<file path="config.mk">
export PLATFORM = sky130hd
export DESIGN_NAME = grf_param_flat
export DESIGN_NICKNAME = d
export VERILOG_FILES = /design/src/rtl/grf_param_if.sv /design/src/rtl/grf_param.sv /design/src/flat_wrapper.sv
export SDC_FILE = /design/constraint.sdc
export NUM_CORES = 2
export LEC_CHECK = 0
export CELL_PAD_IN_SITES_DETAIL_PLACEMENT = 1
export CELL_PAD_IN_SITES_GLOBAL_PLACEMENT = 1
export CORE_ASPECT_RATIO = 0.7
export CORE_UTILIZATION = 44
export CTS_CLUSTER_SIZE = 25
export DETAILED_ROUTE_END_ITERATION = 7
export GPL_ROUTABILITY_DRIVEN = 0
export PLACE_DENSITY = 0.73
export REMOVE_ABC_BUFFERS = 1
export SETUP_SLACK_MARGIN = 0.15
export SYNTH_ARGS = -nofsm -noshare
export SYNTH_HDL_FRONTEND = slang
export SYNTH_SLANG_ARGS = --single-unit
</file>
<file path="constraint.sdc">
create_clock -name clk -period 5.25 [get_ports clk]
set_input_delay 1.575 -clock clk [delete_from_list [all_inputs] [get_ports clk]]
set_output_delay 1.575 -clock clk [all_outputs]
set_load 0.01 [all_outputs]
</file>
<file path="src/rtl/grf_param_if.sv">
// Register file bus: decode-side read ports, writeback (W0) port,
// MDU (W1) valid/ready port and the per-commit trace outputs.
interface grf_param_if #(
    parameter int DATA_W = 32,
    parameter int ADDR_W = 5,
    parameter int NUM_RD = 2
);
    logic [NUM_RD*ADDR_W-1:0] rd_addr;
    logic [NUM_RD*DATA_W-1:0] rd_data;
    logic [NUM_RD-1:0]        rd_pending;

    logic                     w0_we;
    logic [ADDR_W-1:0]        w0_addr;
    logic [DATA_W-1:0]        w0_data;
    logic [31:0]              w0_pc;

    logic                     w1_valid;
    logic                     w1_ready;
    logic [ADDR_W-1:0]        w1_addr;
    logic [DATA_W-1:0]        w1_data;
    logic [31:0]              w1_pc;

    logic                     trace_valid;
    logic [ADDR_W-1:0]        trace_addr;
    logic [DATA_W-1:0]        trace_data;
    logic [31:0]              trace_pc;

    // Pipeline / MDU side
    modport master (
        output rd_addr, w0_we, w0_addr, w0_data, w0_pc,
               w1_valid, w1_addr, w1_data, w1_pc,
        input  rd_data, rd_pending, w1_ready,
               trace_valid, trace_addr, trace_data, trace_pc
    );

    // Register file side
    modport slave (
        input  rd_addr, w0_we, w0_addr, w0_data, w0_pc,
               w1_valid, w1_addr, w1_data, w1_pc,
        output rd_data, rd_pending, w1_ready,
               trace_valid, trace_addr, trace_data, trace_pc
    );
endinterface

</file>
<file path="src/rtl/grf_param.sv">
// Parametrised GPR file: rising-edge commits with same-cycle read bypass,
// a low-priority MDU write port with a one-entry hold buffer, and a commit trace.

// One read port: x0 forcing, commit bypass and hold-hazard flag.
module grf_rd_port #(
    parameter int DATA_W = 32,
    parameter int ADDR_W = 5
) (
    input  logic [ADDR_W-1:0] rd_addr,
    input  logic [DATA_W-1:0] arr_data,
    input  logic              cm_valid,
    input  logic [ADDR_W-1:0] cm_addr,
    input  logic [DATA_W-1:0] cm_data,
    input  logic              hold_open,
    input  logic [ADDR_W-1:0] hold_addr,
    output logic [DATA_W-1:0] rd_data,
    output logic              rd_pending
);
    // Bypass priority: x0, then the value committing this cycle, then the array
    always_comb begin
        rd_data = arr_data;
        if (rd_addr == '0)
            rd_data = '0;
        else if (cm_valid && cm_addr == rd_addr)
            rd_data = cm_data;
    end

    assign rd_pending = hold_open && (hold_addr == rd_addr) && (rd_addr != '0);
endmodule

module grf_param #(
    parameter int DATA_W = 32,
    parameter int ADDR_W = 5,
    parameter int NUM_RD = 2
) (
    input  logic         clk,
    input  logic         reset,
    grf_param_if.slave   bus
);
    localparam int DEPTH = 1 << ADDR_W;

    typedef struct packed {
        logic [ADDR_W-1:0] addr;
        logic [DATA_W-1:0] data;
        logic [31:0]       pc;
    } wr_t;

    logic [DATA_W-1:0] mem_q [DEPTH];
    logic [DATA_W-1:0] mem_d [DEPTH];
    logic              hold_valid_q, hold_valid_d;
    wr_t               hold_q, hold_d;

    logic w0_eff, w1_fire, w1_live;
    logic cm_valid, hold_cm;
    wr_t  cm;

    assign w0_eff       = bus.w0_we && (bus.w0_addr != '0);
    assign bus.w1_ready = reset && !hold_valid_q;
    assign w1_fire      = bus.w1_valid && bus.w1_ready;
    assign w1_live      = w1_fire && (bus.w1_addr != '0);

    // Pick at most one commit: W0, else the held MDU entry, else a live W1
    always_comb begin
        cm_valid = 1'b0;
        hold_cm  = 1'b0;
        cm       = '0;
        if (reset) begin
            if (w0_eff) begin
                cm_valid = 1'b1;
                cm       = '{addr: bus.w0_addr, data: bus.w0_data, pc: bus.w0_pc};
            end else if (hold_valid_q) begin
                cm_valid = 1'b1;
                hold_cm  = 1'b1;
                cm       = hold_q;
            end else if (w1_live) begin
                cm_valid = 1'b1;
                cm       = '{addr: bus.w1_addr, data: bus.w1_data, pc: bus.w1_pc};
            end
        end
    end

    // Hold buffer: drains when W0 idles, dies when W0 overwrites its address,
    // and captures a live W1 that lost to W0 (unless W0 targets the same register)
    always_comb begin
        hold_valid_d = hold_valid_q;
        hold_d       = hold_q;
        if (!reset) begin
            hold_valid_d = 1'b0;
        end else if (hold_valid_q) begin
            if (hold_cm || (w0_eff && bus.w0_addr == hold_q.addr))
                hold_valid_d = 1'b0;
        end else if (w1_live && w0_eff && bus.w1_addr != bus.w0_addr) begin
            hold_valid_d = 1'b1;
            hold_d       = '{addr: bus.w1_addr, data: bus.w1_data, pc: bus.w1_pc};
        end
    end

    // Array next state: clear everything on reset, otherwise apply the commit
    always_comb begin
        mem_d = mem_q;
        if (!reset) begin
            for (int i = 0; i < DEPTH; i++) mem_d[i] = '0;
        end else if (cm_valid) begin
            mem_d[cm.addr] = cm.data;
        end
    end

    // State registers
    always_ff @(posedge clk) begin
        mem_q        <= mem_d;
        hold_valid_q <= hold_valid_d;
        hold_q       <= hold_d;
    end

    assign bus.trace_valid = cm_valid;
    assign bus.trace_addr  = cm.addr;
    assign bus.trace_data  = cm.data;
    assign bus.trace_pc    = cm.pc;

    for (genvar i = 0; i < NUM_RD; i++) begin : gen_rd
        logic [ADDR_W-1:0] addr;
        logic [DATA_W-1:0] arr;
        assign addr = bus.rd_addr[i*ADDR_W +: ADDR_W];
        assign arr  = mem_q[addr];

        grf_rd_port #(.DATA_W(DATA_W), .ADDR_W(ADDR_W)) u_rd (
            .rd_addr    (addr),
            .arr_data   (arr),
            .cm_valid   (cm_valid),
            .cm_addr    (cm.addr),
            .cm_data    (cm.data),
            .hold_open  (reset && hold_valid_q && !hold_cm),
            .hold_addr  (hold_q.addr),
            .rd_data    (bus.rd_data[i*DATA_W +: DATA_W]),
            .rd_pending (bus.rd_pending[i])
        );
    end
endmodule

</file>
<file path="src/flat_wrapper.sv">
// flat-port wrapper written by rule: the top's interface ports become plain ports
module grf_param_flat 
#(
    parameter int DATA_W = 32,
    parameter int ADDR_W = 5,
    parameter int NUM_RD = 2
)
  (clk, reset, bus_rd_addr, bus_w0_we, bus_w0_addr, bus_w0_data, bus_w0_pc, bus_w1_valid, bus_w1_addr, bus_w1_data, bus_w1_pc, bus_rd_data, bus_rd_pending, bus_w1_ready, bus_trace_valid, bus_trace_addr, bus_trace_data, bus_trace_pc);
  grf_param_if #(.DATA_W(DATA_W), .ADDR_W(ADDR_W), .NUM_RD(NUM_RD)) bus_i ();
  input  logic clk;
  input  logic reset;
  input wire logic [$bits(bus_i.rd_addr)-1:0] bus_rd_addr;
  input wire logic [$bits(bus_i.w0_we)-1:0] bus_w0_we;
  input wire logic [$bits(bus_i.w0_addr)-1:0] bus_w0_addr;
  input wire logic [$bits(bus_i.w0_data)-1:0] bus_w0_data;
  input wire logic [$bits(bus_i.w0_pc)-1:0] bus_w0_pc;
  input wire logic [$bits(bus_i.w1_valid)-1:0] bus_w1_valid;
  input wire logic [$bits(bus_i.w1_addr)-1:0] bus_w1_addr;
  input wire logic [$bits(bus_i.w1_data)-1:0] bus_w1_data;
  input wire logic [$bits(bus_i.w1_pc)-1:0] bus_w1_pc;
  output wire logic [$bits(bus_i.rd_data)-1:0] bus_rd_data;
  output wire logic [$bits(bus_i.rd_pending)-1:0] bus_rd_pending;
  output wire logic [$bits(bus_i.w1_ready)-1:0] bus_w1_ready;
  output wire logic [$bits(bus_i.trace_valid)-1:0] bus_trace_valid;
  output wire logic [$bits(bus_i.trace_addr)-1:0] bus_trace_addr;
  output wire logic [$bits(bus_i.trace_data)-1:0] bus_trace_data;
  output wire logic [$bits(bus_i.trace_pc)-1:0] bus_trace_pc;
  assign bus_i.rd_addr = bus_rd_addr;
  assign bus_i.w0_we = bus_w0_we;
  assign bus_i.w0_addr = bus_w0_addr;
  assign bus_i.w0_data = bus_w0_data;
  assign bus_i.w0_pc = bus_w0_pc;
  assign bus_i.w1_valid = bus_w1_valid;
  assign bus_i.w1_addr = bus_w1_addr;
  assign bus_i.w1_data = bus_w1_data;
  assign bus_i.w1_pc = bus_w1_pc;
  assign bus_rd_data = bus_i.rd_data;
  assign bus_rd_pending = bus_i.rd_pending;
  assign bus_w1_ready = bus_i.w1_ready;
  assign bus_trace_valid = bus_i.trace_valid;
  assign bus_trace_addr = bus_i.trace_addr;
  assign bus_trace_data = bus_i.trace_data;
  assign bus_trace_pc = bus_i.trace_pc;
  grf_param #(.DATA_W(DATA_W), .ADDR_W(ADDR_W), .NUM_RD(NUM_RD)) u_core (.clk(clk), .reset(reset), .bus(bus_i));
endmodule
</file>
==> key figures <==
Detailed routing
  – Number of violations reported at the end of detailed-routing iteration 0: 8176
  – Wirelength, routed: 293700 um
  – Post-detailed-route count of antenna-violating nets: 0
  – Number of optimization iterations in the first detailed-route pass: 6
  – Vias: around 56000
  – Vias per cell: just under 7
  – WL per Instance: 36.49 um
  – DRC errors left: 0

Synthesis
  – Total of flip-flops plus latches after synthesis: 1094
  – Ys async rst share: 0
  – Area of the mapped netlist: a little under 0.06 mm2
  – Register area share after synthesis: 0.3897
  – Distinct cell type count of the synthesized netlist: 68
  – Prevailing post-synth register cell: sky130_fd_sc_hd__dfxtp_1
  – Avg Inst Size Synth: 10.74 um2
  – Post-synthesis cell count: 5398
  – Number of synthesis warnings: 0
  – Count of flip-flops with a built-in enable after synthesis: 69

CTS
  – Maximum buffer depth of the clock tree: 3
  – Clock sink total: 1094
  – Clock latency on the worst-skew pair: 0.81 ns
  – Number of buffers created by CTS: 109
  – Root buffer cell: sky130_fd_sc_hd__clkbuf_16
  – CTS tree: yes
  – CTS clock-pin slew for the worst setup and hold paths: 0.06 ns
  – H-Tree Level Count: 3

STA
  – RSZ-0062 raised after global routing: true
  – Slew at the pin with the worst max-slew slack: approximately 1.2 ns
  – Period utilization: 1.140
  – Sum of negative setup slack: -55.37 ns
  – Final setup slack of the worst path: -0.7358 ns
  – Tightest slew margin relative to the limit: 0.2003
  – Min Clock Period, post-route: 5.986 ns
  – Final hold violations: 0
  – Pins Over Slew Limit: 0
  – Maximum clock frequency: around 170 MHz
  – Post-Route Skew: 0.05258 ns
  – Total of endpoints with negative setup slack in the final report: 184

Cells and area
  – Cell area after layout: 0.07619 mm2
  – Most common library cell in the layout ignoring fill and taps: sky130_fd_sc_hd__dfxtp_1
  – P&R area growth vs syn: 31.44%
  – Count of placed standard cells in the final layout, fillers left out: 8050
  – Layout fillers: 13410
  – Layout Nets: ~6300
  – Post-route core utilization: 0.5824
  – Most used cells in the layout excluding fill and tap cells: sky130_fd_sc_hd__dfxtp_1 (1024), sky130_fd_sc_hd__nand2_1 (964), sky130_fd_sc_hd__mux2i_1 (811)
  – Share of layout cells above drive strength 1: 0.3485

Pwr
  – Logic pwr share: 0.163
  – Maximum ir drop on the vdd rail: 0.2737 mV
  – Leakage power of the design: 28.90 nW
  – Fraction of power consumed by sequential logic: 0.415
  – Cell internal pwr: 14.67 mW
  – Power per unit of standard cell area: 270.2 mW/mm2
  – Part of the total power dissipated in the clock network: 0.423
  – Fraction of power spent switching nets: 0.2875
  – Net load switching power: roughly 5.9 mW
  – Total power after layout: 20.58 mW

Outcome
  – Result of the run: finished with violations
  – Violated checks: negative setup slack

Worst setup path
  – Most prevalent standard cell on the critical path: sky130_fd_sc_hd__buf_4
  – Standard cell with the maximum stage delay on the critical path: sky130_fd_sc_hd__or3_4
  – Critical path peak fanout: 4
  – Element type at the critical path end: output pin
  – Critical register-to-register path endpoint: u_core.mem_q[180]$_SDFFE_PN0P_
  – Worst setup path end: bus_rd_data[30]
  – Data required time at the worst endpoint: 3.68 ns
  – Critical register-to-register path startpoint: u_core.hold_valid_q$_SDFF_PN0_
  – Number of cells on the critical path: 15
  – Data arrival time of the critical path: 4.41 ns
  – Setup crit start kind: input port
  – Family with the most delay on the worst path: buffers and inverters
  – Crit Path Class: in -> out
  – Slowest stage delay, CP: 0.39 ns
  – R2r setup slk: 0 ns
  – Critical path startpoint: bus_w0_addr[3]
  – Worst Reg-to-Reg Cells: 35
  – Sequence of cells on the critical path: buf_6 -> buf_8 -> buf_4 -> buf_4 -> or3_4 -> buf_4 -> o211ai_4 -> inv_2 -> a2bb2oi_1 -> nand4_1 -> buf_6 -> buf_12 -> buf_8 -> mux2i_2 -> buf_2
  – Buffers and inverters on the worst path: 10

Placement
  – Final HPWL DP: between 150000 and 200000 um
  – Placed cell count: 7412
  – Placed cell area: 0.06633 mm2
  – Quantity of I/O buffers inserted on ports: 288

Die
  – Die area: around 0.13 mm2
  – Starting density of the core: 0.4431
  – Die span in y: 305.7 um
  – Number of I/O pins: about 290
  – Placeable core region: 0.1308 mm2
  – Horizontal die dimension: 435.8 um
  – Number of rows in the core area: 111

Worst hold path
  – Class of the tightest hold or removal check: reg -> reg

GRT
  – Total congestion overflow: 0
  – GRT Overall Usage: 0.3812
  – Wire length of the first global-routing pass: about 380000 um
  – Number of global-route vias before repair: 54210
  – Maximum number of pins on one net before global-route repair: 165
  – Number of antenna violations at the first check in global routing: 12

Job
  – Number of max-capacitance violations reported: 0
==> synth_stat cells (18+ instances only) <==
| library cell | instances | area share |
|---|---|---|
| sky130_fd_sc_hd__dfxtp_1 | 1025 | 0.35 |
| sky130_fd_sc_hd__nand2_1 | 989 | 0.064 |
| sky130_fd_sc_hd__mux2i_1 | 825 | 0.14 |
| sky130_fd_sc_hd__mux4_2 | 607 | 0.24 |
| sky130_fd_sc_hd__nor2_1 | 397 | 0.026 |
| sky130_fd_sc_hd__clkbuf_1 | 380 | 0.025 |
| sky130_fd_sc_hd__o21ai_0 | 184 | 0.016 |
| sky130_fd_sc_hd__a21oi_1 | 167 | 0.014 |
| sky130_fd_sc_hd__nand3_1 | 143 | 0.012 |
| sky130_fd_sc_hd__buf_2 | 89 | 0.0077 |
| sky130_fd_sc_hd__edfxtp_1 | 69 | 0.036 |
| sky130_fd_sc_hd__buf_1 | 48 | 0.0031 |
| sky130_fd_sc_hd__buf_4 | 43 | 0.0056 |
| sky130_fd_sc_hd__nor3_1 | 39 | 0.0034 |
| sky130_fd_sc_hd__a22oi_1 | 34 | 0.0044 |
| sky130_fd_sc_hd__o211ai_1 | 33 | 0.0043 |
| sky130_fd_sc_hd__a211oi_1 | 32 | 0.0041 |
| sky130_fd_sc_hd__a221oi_1 | 32 | 0.0048 |
| sky130_fd_sc_hd__a31o_2 | 32 | 0.0048 |
| sky130_fd_sc_hd__inv_1 | 27 | 0.0017 |
| sky130_fd_sc_hd__a31oi_2 | 18 | 0.0039 |
==> layer usage <==
| layer | GRT usage | part of all wire | vias up | routed length [um] |
|---|---|---|---|---|
| met5 | 0 | 0.000078 | - | 23 |
| met4 | 0.2322 | 0.085 | 4 | 24840 |
| met3 | 0.09148 | 0.13 | 1541 | 38600 |
| met2 | 0.5748 | 0.43 | 4557 | 125400 |
| met1 | 0.4963 | 0.36 | 28160 | 104900 |
| li1 | - | - | 21350 | - |
==> worst min path at each step <==
stage,startpoint,end,slack [ns],cells past startpoint
global route,u_core.mem_q[550]$_SDFFE_PN0P_,u_core.mem_q[550]$_SDFFE_PN0P_,0.48,2
global placement,u_core.mem_q[989]$_SDFFE_PN0P_,u_core.mem_q[989]$_SDFFE_PN0P_,0.44,2
detailed placement,u_core.mem_q[864]$_SDFFE_PN0P_,u_core.mem_q[864]$_SDFFE_PN0P_,0.46,2
finish,u_core.mem_q[501]$_SDFFE_PN0P_,u_core.mem_q[501]$_SDFFE_PN0P_,0.47,2
CTS,u_core.mem_q[864]$_SDFFE_PN0P_,u_core.mem_q[864]$_SDFFE_PN0P_,0.46,2
floorplan,u_core.mem_q[864]$_SDFFE_PN0P_,u_core.mem_q[864]$_SDFFE_PN0P_,0.43,2
==> worst reg2reg max path: cells and delay by family (launching register included) <==
family / cells / cell delay, ns
compound gates: 2 / 0.40
mux: 1 / 0.16
simple gates: 2 / 0.49
buf+inv: 30 / 3.68
flops: 1 / 0.43
==> metrics by stage <==
step | hold slack (ns) | worst slack, ns
floorplan | 0.4350 | -4.241
global placement | 0.4429 | -1.548
detailed placement | 0.4562 | -1.677
CTS | 0.4645 | -0.4017
global route | 0.4828 | -0.7195
finish | 0.4720 | -0.7358
==> cell families after synthesis <==
family | count (synthesis) | synth area share
compound gates | 606 | 0.06743
xor+xnor | 21 | 0.003173
buf+inv | 607 | 0.04479
flops | 1094 | 0.3897
mux | 1433 | 0.3785
simple gates | 1637 | 0.1164
==> area by class of cell <==
class	instances	area, um2	share of cell area
diodes	15	37.54	0.0004926
clock buffers	160	3266	0.04286
clock inverters	42	515.5	0.006766
inverters	41	216.5	0.002841
multi-input cells	3697	34220	0.4492
flip-flops and latches	1094	22600	0.2965
well taps	1751	2191	0.02875
repair buffers	1250	13150	0.1726
==> registers in the layout (all words and copies together) (netlist names) <==
signal               cells
u_core.mem_q          1024
u_core.hold_q           69
u_core.hold_valid_q      1
==> power by group through the flow <==
stage | combinational [mW] | clock (mW) | sequential [mW]
global route | 3.37 | 8.97 | 8.54
global placement | 2.46 | 0 | 8.70
CTS | 2.75 | 8.54 | 8.53
finish | 3.35 | 8.70 | 8.54
detailed placement | 2.49 | 0 | 8.71
floorplan | 0.896 | 0 | 8.70
==> repair_timing <==
item | in CTS | in global routing
hold buffers | 0 | 0
gates resized for setup | 718 | 540
cloned | 6 | 19
setup buffers | 281 | 115
pin swaps | 77 | 79
endpoints found under the setup margin | 136 | 255
(Power assumes the default switching activity.)
